<file path="src/rtl/sata_identify_decoder_if.sv">
// Receive dword stream from the SATA transport layer into the IDENTIFY DEVICE decoder.
// A beat transfers on every cycle i_val is high; i_rdy is tied high, so the sink never stalls the source.
interface sata_identify_decoder_if;
    logic [31:0] i_dat;
    logic        i_val;
    logic        i_eop;
    logic        i_err;
    logic        i_rdy;

    modport master (output i_dat, output i_val, output i_eop, output i_err, input  i_rdy);
    modport slave  (input  i_dat, input  i_val, input  i_eop, input  i_err, output i_rdy);
endinterface

</file>
<file path="src/rtl/sata_identify_decoder.sv">
// Parses the 512-byte IDENTIFY DEVICE frame into shadow registers and publishes the
// capability/capacity fields atomically only when length, CRC and checksum all pass.
module sata_identify_decoder #(
    parameter int FIS_LEN         = 128,
    parameter bit VERIFY_CHECKSUM = 1'b1,
    parameter bit LBA28_FALLBACK  = 1'b1
) (
    input  logic                   clk,
    input  logic                   reset,
    sata_identify_decoder_if.slave rx,
    input  logic                   id_clear,
    output logic                   frame_done,
    output logic                   id_valid,
    output logic [2:0]             sata_gen_supported,
    output logic                   ncq_supported,
    output logic [4:0]             queue_depth,
    output logic                   lba48_supported,
    output logic [47:0]            max_lba_address,
    output logic                   bad_crc,
    output logic                   bad_length,
    output logic                   bad_checksum
);
    localparam int             CW       = $clog2(FIS_LEN + 1);
    localparam logic [CW-1:0]  LEN_MAX  = CW'(FIS_LEN);
    localparam logic [CW-1:0]  LEN_LAST = CW'(FIS_LEN - 1);

    logic [CW-1:0] cnt_q, cnt_d;
    logic          ovf_q, ovf_d;
    logic [7:0]    sum_q, sum_d;
    logic [31:0]   lba28_q, lba28_d;
    logic [4:0]    qd_q, qd_d;
    logic [2:0]    gen_q, gen_d;
    logic          ncq_q, ncq_d;
    logic          lba48_q, lba48_d;
    logic [31:0]   lba_lo_q, lba_lo_d;
    logic [15:0]   lba_hi_q, lba_hi_d;

    logic          frame_done_q, frame_done_d;
    logic          id_valid_q, id_valid_d;
    logic [2:0]    pub_gen_q, pub_gen_d;
    logic          pub_ncq_q, pub_ncq_d;
    logic [4:0]    pub_qd_q, pub_qd_d;
    logic          pub_lba48_q, pub_lba48_d;
    logic [47:0]   pub_lba_q, pub_lba_d;
    logic          bad_crc_q, bad_crc_d;
    logic          bad_length_q, bad_length_d;
    logic          bad_checksum_q, bad_checksum_d;

    logic [7:0]    beat_sum;
    logic          eop_beat;
    logic          len_bad;
    logic          cks_bad;
    logic          good_end;
    logic [47:0]   lba_sel;
    logic [4:0]    qd_inc;

    assign rx.i_rdy   = 1'b1;
    assign beat_sum   = sum_q + rx.i_dat[7:0] + rx.i_dat[15:8] + rx.i_dat[23:16] + rx.i_dat[31:24];
    assign eop_beat   = rx.i_val & rx.i_eop;
    // An eop seen at LEN_MAX is always a length error, so the overflow flag only adds history.
    assign len_bad    = (cnt_q != LEN_LAST) | ovf_q;
    assign cks_bad    = VERIFY_CHECKSUM & ~len_bad & (rx.i_dat[23:16] == 8'hA5) & (beat_sum != 8'h00);
    assign good_end   = eop_beat & ~len_bad & ~rx.i_err & ~cks_bad;
    assign lba_sel    = (lba48_q | ~LBA28_FALLBACK) ? {lba_hi_q, lba_lo_q} : {16'h0000, lba28_q};
    assign qd_inc     = (qd_q == 5'd31) ? 5'd31 : qd_q + 5'd1;

    always_comb begin
        cnt_d          = cnt_q;
        ovf_d          = ovf_q;
        sum_d          = sum_q;
        lba28_d        = lba28_q;
        qd_d           = qd_q;
        gen_d          = gen_q;
        ncq_d          = ncq_q;
        lba48_d        = lba48_q;
        lba_lo_d       = lba_lo_q;
        lba_hi_d       = lba_hi_q;
        frame_done_d   = 1'b0;
        id_valid_d     = id_valid_q;
        pub_gen_d      = pub_gen_q;
        pub_ncq_d      = pub_ncq_q;
        pub_qd_d       = pub_qd_q;
        pub_lba48_d    = pub_lba48_q;
        pub_lba_d      = pub_lba_q;
        bad_crc_d      = bad_crc_q;
        bad_length_d   = bad_length_q;
        bad_checksum_d = bad_checksum_q;

        if (rx.i_val) begin
            if (cnt_q == CW'(30)) lba28_d = rx.i_dat;
            if (cnt_q == CW'(37)) qd_d = rx.i_dat[20:16];
            if (cnt_q == CW'(38)) begin
                gen_d = rx.i_dat[3:1];
                ncq_d = rx.i_dat[8];
            end
            if (cnt_q == CW'(41)) lba48_d = rx.i_dat[26];
            if (cnt_q == CW'(50)) lba_lo_d = rx.i_dat;
            if (cnt_q == CW'(51)) lba_hi_d = rx.i_dat[15:0];

            if (rx.i_eop) begin
                cnt_d          = '0;
                ovf_d          = 1'b0;
                sum_d          = 8'h00;
                frame_done_d   = 1'b1;
                bad_length_d   = len_bad;
                bad_crc_d      = rx.i_err;
                bad_checksum_d = cks_bad;
            end else begin
                if (cnt_q == LEN_MAX) ovf_d = 1'b1;
                else                  cnt_d = cnt_q + CW'(1);
                sum_d = beat_sum;
            end
        end

        if (id_clear) begin
            id_valid_d  = 1'b0;
            pub_gen_d   = 3'b000;
            pub_ncq_d   = 1'b0;
            pub_qd_d    = 5'd0;
            pub_lba48_d = 1'b0;
            pub_lba_d   = 48'h0;
        end

        // Publication deliberately overrides a coincident clear.
        if (good_end) begin
            id_valid_d  = 1'b1;
            pub_gen_d   = gen_q;
            pub_ncq_d   = ncq_q;
            pub_qd_d    = qd_inc;
            pub_lba48_d = lba48_q;
            pub_lba_d   = lba_sel;
        end
    end

    always_ff @(posedge clk or posedge reset) begin
        if (reset) begin
            cnt_q          <= '0;
            ovf_q          <= 1'b0;
            sum_q          <= 8'h00;
            lba28_q        <= 32'h0;
            qd_q           <= 5'd0;
            gen_q          <= 3'b000;
            ncq_q          <= 1'b0;
            lba48_q        <= 1'b0;
            lba_lo_q       <= 32'h0;
            lba_hi_q       <= 16'h0;
            frame_done_q   <= 1'b0;
            id_valid_q     <= 1'b0;
            pub_gen_q      <= 3'b000;
            pub_ncq_q      <= 1'b0;
            pub_qd_q       <= 5'd0;
            pub_lba48_q    <= 1'b0;
            pub_lba_q      <= 48'h0;
            bad_crc_q      <= 1'b0;
            bad_length_q   <= 1'b0;
            bad_checksum_q <= 1'b0;
        end else begin
            cnt_q          <= cnt_d;
            ovf_q          <= ovf_d;
            sum_q          <= sum_d;
            lba28_q        <= lba28_d;
            qd_q           <= qd_d;
            gen_q          <= gen_d;
            ncq_q          <= ncq_d;
            lba48_q        <= lba48_d;
            lba_lo_q       <= lba_lo_d;
            lba_hi_q       <= lba_hi_d;
            frame_done_q   <= frame_done_d;
            id_valid_q     <= id_valid_d;
            pub_gen_q      <= pub_gen_d;
            pub_ncq_q      <= pub_ncq_d;
            pub_qd_q       <= pub_qd_d;
            pub_lba48_q    <= pub_lba48_d;
            pub_lba_q      <= pub_lba_d;
            bad_crc_q      <= bad_crc_d;
            bad_length_q   <= bad_length_d;
            bad_checksum_q <= bad_checksum_d;
        end
    end

    assign frame_done         = frame_done_q;
    assign id_valid           = id_valid_q;
    assign sata_gen_supported = pub_gen_q;
    assign ncq_supported      = pub_ncq_q;
    assign queue_depth        = pub_qd_q;
    assign lba48_supported    = pub_lba48_q;
    assign max_lba_address    = pub_lba_q;
    assign bad_crc            = bad_crc_q;
    assign bad_length         = bad_length_q;
    assign bad_checksum       = bad_checksum_q;
endmodule

</file>
<file path="src/flat_wrapper.sv">
// flat-port wrapper written by rule: the top's interface ports become plain ports
module sata_identify_decoder_flat 
#(
    parameter int FIS_LEN         = 128,
    parameter bit VERIFY_CHECKSUM = 1'b1,
    parameter bit LBA28_FALLBACK  = 1'b1
)
  (clk, reset, id_clear, frame_done, id_valid, sata_gen_supported, ncq_supported, queue_depth, lba48_supported, max_lba_address, bad_crc, bad_length, bad_checksum, rx_i_dat, rx_i_val, rx_i_eop, rx_i_err, rx_i_rdy);
  sata_identify_decoder_if rx_i ();
  input  logic clk;
  input  logic reset;
  input  logic id_clear;
  output logic frame_done;
  output logic id_valid;
  output logic [2:0] sata_gen_supported;
  output logic ncq_supported;
  output logic [4:0] queue_depth;
  output logic lba48_supported;
  output logic [47:0] max_lba_address;
  output logic bad_crc;
  output logic bad_length;
  output logic bad_checksum;
  input wire logic [$bits(rx_i.i_dat)-1:0] rx_i_dat;
  input wire logic [$bits(rx_i.i_val)-1:0] rx_i_val;
  input wire logic [$bits(rx_i.i_eop)-1:0] rx_i_eop;
  input wire logic [$bits(rx_i.i_err)-1:0] rx_i_err;
  output wire logic [$bits(rx_i.i_rdy)-1:0] rx_i_rdy;
  assign rx_i.i_dat = rx_i_dat;
  assign rx_i.i_val = rx_i_val;
  assign rx_i.i_eop = rx_i_eop;
  assign rx_i.i_err = rx_i_err;
  assign rx_i_rdy = rx_i.i_rdy;
  sata_identify_decoder #(.FIS_LEN(FIS_LEN), .VERIFY_CHECKSUM(VERIFY_CHECKSUM), .LBA28_FALLBACK(LBA28_FALLBACK)) u_core (.clk(clk), .reset(reset), .rx(rx_i), .id_clear(id_clear), .frame_done(frame_done), .id_valid(id_valid), .sata_gen_supported(sata_gen_supported), .ncq_supported(ncq_supported), .queue_depth(queue_depth), .lba48_supported(lba48_supported), .max_lba_address(max_lba_address), .bad_crc(bad_crc), .bad_length(bad_length), .bad_checksum(bad_checksum));
endmodule
</file>
<file path="config.mk">
export PLATFORM = sky130hd
export DESIGN_NAME = sata_identify_decoder_flat
export DESIGN_NICKNAME = d
export VERILOG_FILES = /design/src/rtl/sata_identify_decoder_if.sv /design/src/rtl/sata_identify_decoder.sv /design/src/flat_wrapper.sv
export SDC_FILE = /design/constraint.sdc
export NUM_CORES = 1
export LEC_CHECK = 0
export ABC_AREA = 1
export BUFFER_PORTS_ARGS = -buffer_cell sky130_fd_sc_hd__buf_2
export CAP_MARGIN = 10
export CORE_MARGIN = 2
export CORE_UTILIZATION = 55
export DETAILED_ROUTE_END_ITERATION = 10
export HOLD_SLACK_MARGIN = 0.03
export PLACE_DENSITY = 0.76
export SYNTH_ARGS = -nofsm -noshare
export SYNTH_HDL_FRONTEND = slang
export SYNTH_SLANG_ARGS = --single-unit
</file>
<file path="constraint.sdc">
create_clock -name clk -period 9.1 [get_ports clk]
set_clock_uncertainty 0.15 [all_clocks]
set_input_delay 1.82 -clock clk [delete_from_list [all_inputs] [get_ports clk]]
set_output_delay 1.82 -clock clk [all_outputs]
set_load 0.02 [all_outputs]
</file>
==> results.sh <==
export IMPL_r2r_slack_ns=5.49
export IMPL_grt_pass1_vias=6142
export IMPL_synth_top_area_cell="dfrtp_1"
export IMPL_hold_viol=0
export IMPL_synthDistinctLibCells=32
export IMPL_setup_violations=0
export IMPL_ys_warn_count=0
export IMPL_hp_start="u_core.id_valid"
export IMPL_p_sw_mw=0.523
export IMPL_drive_gt1_share_pct=14.0
export IMPL_cts_sink_count=170
export IMPL_initial_utilization_pct=55.9
export IMPL_worst_pin_slew_ns=1.11
export IMPL_yosysMostFrequentCell="nand2_1"
export IMPL_worstPathRequired_ns=9.26
export IMPL_synth_top_area_share_pct=52.5
export IMPL_fin_ws_ns=3.27
export IMPL_yosys_top_cells_count="315 x nand2_1, 170 x dfrtp_1, 118 x nand3_1"
export IMPL_cts_tree="yes"
export IMPL_min_period_ns=5.83
export IMPL_async_flop_share_pct=100
export IMPL_clk_pin_slew_ns=0.06
export IMPL_htreeDepth=4
export IMPL_drc=0
export IMPL_fin_util_pct=63.9
export IMPL_dieHeight_um=125
export IMPL_fillerInstances=1263
export IMPL_yosys_top_cells_area="dfrtp_1 53%, nand2_1 15%, nand3_1 7.3%"
export IMPL_reg2reg_to="u_core.max_lba_address[45]"
export IMPL_place_ws_ns=2.89
export IMPL_ys_ff_latch=170
export IMPL_slew_violations=0
export IMPL_end_kind="flip-flop"
export IMPL_core_mm2=0.0145
export IMPL_clk_path_buf_depth=2
export IMPL_vias_per_cell=5.45
export IMPL_cp_arrival_ns=5.99
export IMPL_numCtsBuffers=17
export IMPL_die_w_um=125
export IMPL_post_cts_resize_count=0
export IMPL_wire_per_inst_um=15.8
export IMPL_cp_top_family="adder cells"
export IMPL_ys_seq_area_share_pct=52.5
export IMPL_hold_buffers=0
export IMPL_insertion_delay_ns=0.43
export IMPL_root_buffer="clkbuf_16"
export IMPL_p_per_area_mw_per_mm2=201
export IMPL_ant_nets=0
export IMPL_run_status="complete, no violations"
export IMPL_fmax_mhz=171
export IMPL_gp_congestion=0.867
export IMPL_final_nets=1092
export IMPL_crit_type="input port to flip-flop"
export IMPL_vias=6628
export IMPL_path_cells="buf_2, fa_1, fa_1, fa_1, ha_1, inv_1, fa_1, inv_1, nand3_1, nand2_1, nand2_1, nand2_1, nand3_1, nor2_1, nand3_1, nand2_2, nand2_2, nand3_1, nand2_1"
export IMPL_port_buffer_count=100
export IMPL_start_kind="input port"
export IMPL_clkPwrFrac_pct=38.6
export IMPL_grt_total_usage_pct=25.6
export IMPL_synth_cells=946
export IMPL_syn_nets=1017
export IMPL_drt_wl_total_um=19200
export IMPL_vdd_ir_drop_max_v=0.000142
export IMPL_cp_slowest_cell="nand2_2"
export IMPL_num_antenna_cells=0
export IMPL_whs_endpoint="u_core.id_valid"
export IMPL_sw_frac_of_total_pct=28.1
export IMPL_antenna_found_initial=0
export IMPL_syn_area_mm2=0.00810
export IMPL_seq_area_mm2=0.00425
export IMPL_synthFlopType="dfrtp_1"
export IMPL_reg2regPathDepth=16
export IMPL_p_leak_nw=5.07
export IMPL_final_setup_tns_ns=0
export IMPL_syn_area_per_cell_um2=8.56
export IMPL_timing_rr_start="u_core.sum_q[1]"
export IMPL_rsz0062_at_grt="no"
export IMPL_firstDrtPassIters=7
export IMPL_fin_crit_sh_pct=64.1
export IMPL_power_internal_mw=1.34
export IMPL_std_cell_rows=44
export IMPL_worst_slew_margin_rel_pct=25.8
export IMPL_min_path_type="flip-flop to flip-flop"
export IMPL_grt_ovfl_total=0
export IMPL_crit_buf_inv=3
export IMPL_cp_max_fo=59
export IMPL_multiInputGateArea_mm2=0.00329
export IMPL_hpwl_um=12700
export IMPL_seqPwrFrac_pct=42.5
export IMPL_drtIter0Drc=648
export IMPL_area_growth_pct=14.2
export IMPL_io_pin_count=102
export IMPL_cp_slowest_stage_delay_ns=0.62
export IMPL_die_area_mm2=0.0157
export IMPL_combPwrFrac_pct=18.9
export IMPL_cap_violations=0
export IMPL_cts_setup_buffers=0
export IMPL_grt_max_degree=111
export IMPL_synth_edff_count=0
export IMPL_grt_pass1_wl_um=31800
export IMPL_hold_depth=2
-- final cells by class --
cell class	count	share of cell area, %
Timing Repair Buffer	108	6.14
Tap cell	184	2.49
Multi-Input combinational cell	641	35.6
Sequential cell	170	46.0
Clock buffer	25	5.36
Inverter	83	3.42
Clock inverter	6	0.947
-- worst max-delay path by stage --
stage / end / from / slack (ns) / cells after the start
CTS: u_core.max_lba_address[45] / rx_i_dat[1] / 3.29 / 19
detailed placement: u_core.max_lba_address[16] / rx_i_dat[1] / 2.89 / 19
finish: u_core.max_lba_address[45] / rx_i_dat[1] / 3.27 / 19
global placement: u_core.max_lba_address[5] / rx_i_dat[6] / 3.00 / 19
global route: u_core.max_lba_address[45] / rx_i_dat[1] / 2.96 / 19
floorplan: u_core.bad_checksum / reset / 2.53 / 1
-- registers in the layout, summed over array words and instances, names as in the netlist, 5 cells and up --
signal / count
u_core.queue_depth: 5
u_core.qd_q: 5
u_core.lba_lo_q: 32
u_core.lba_hi_q: 16
u_core.lba28_q: 32
u_core.max_lba_address: 48
u_core.cnt_q: 8
u_core.sum_q: 8
-- cells in the final DEF (no fill, tap or decap), types with 7 or more instances in the layout --
cell type	netlist	layout
buf_2	9	100
a21oi_1	9	9
nand4_1	23	23
clkbuf_16	0	17
nand3_1	118	117
nand2_1	315	314
nor2_1	15	15
o21ai_0	99	99
fa_1	20	20
dfrtp_1	170	170
inv_1	81	80
buf_4	5	7
ha_1	13	13
-- worst min-delay path, delay by kind of cell, from the launching register on --
family           cells  cell delay, ns
flip-flops           1            0.34
AND/OR/NAND/NOR      2            0.10
-- power by group through the flow --
stage	logic [mW]	clock network [mW]	registers, mW
CTS	0.351	0.725	0.791
global route	0.409	0.758	0.793
detailed placement	0.349	0	0.804
finish	0.352	0.719	0.791
floorplan	0.264	0	0.803
global placement	0.342	0	0.804
-- per-layer routing --
metal	GRT usage, %	routed length, um
met5	0	0
met3	5.78	1420
met4	8.63	398
met2	38.1	8750
met1	37.7	8610
-- logic make-up after synthesis --
logic type	synth area share [%]
DFF	52.5
AOI/OAI and AO/OA	7.79
xor gates and xnor gates	0.324
buffers and inverters	6.91
other	0.0463
and+or+nand+nor	25.5
adders and majority gates	6.95
-- metrics by stage --
step           total power [mW]  instances  cell area, um2  hold WS, ns
5_1_grt                    1.96       1217            9250        0.340
3_5_place_dp               1.15       1185            8650        0.311
4_1_cts                    1.87       1216            9230        0.328
2_1_floorplan              1.07        946            8100        0.303
3_3_place_gp               1.15       1185            8650        0.307
6_report                   1.86       1217            9250        0.325
No activity file was read; power rests on OpenSTA's default activity.
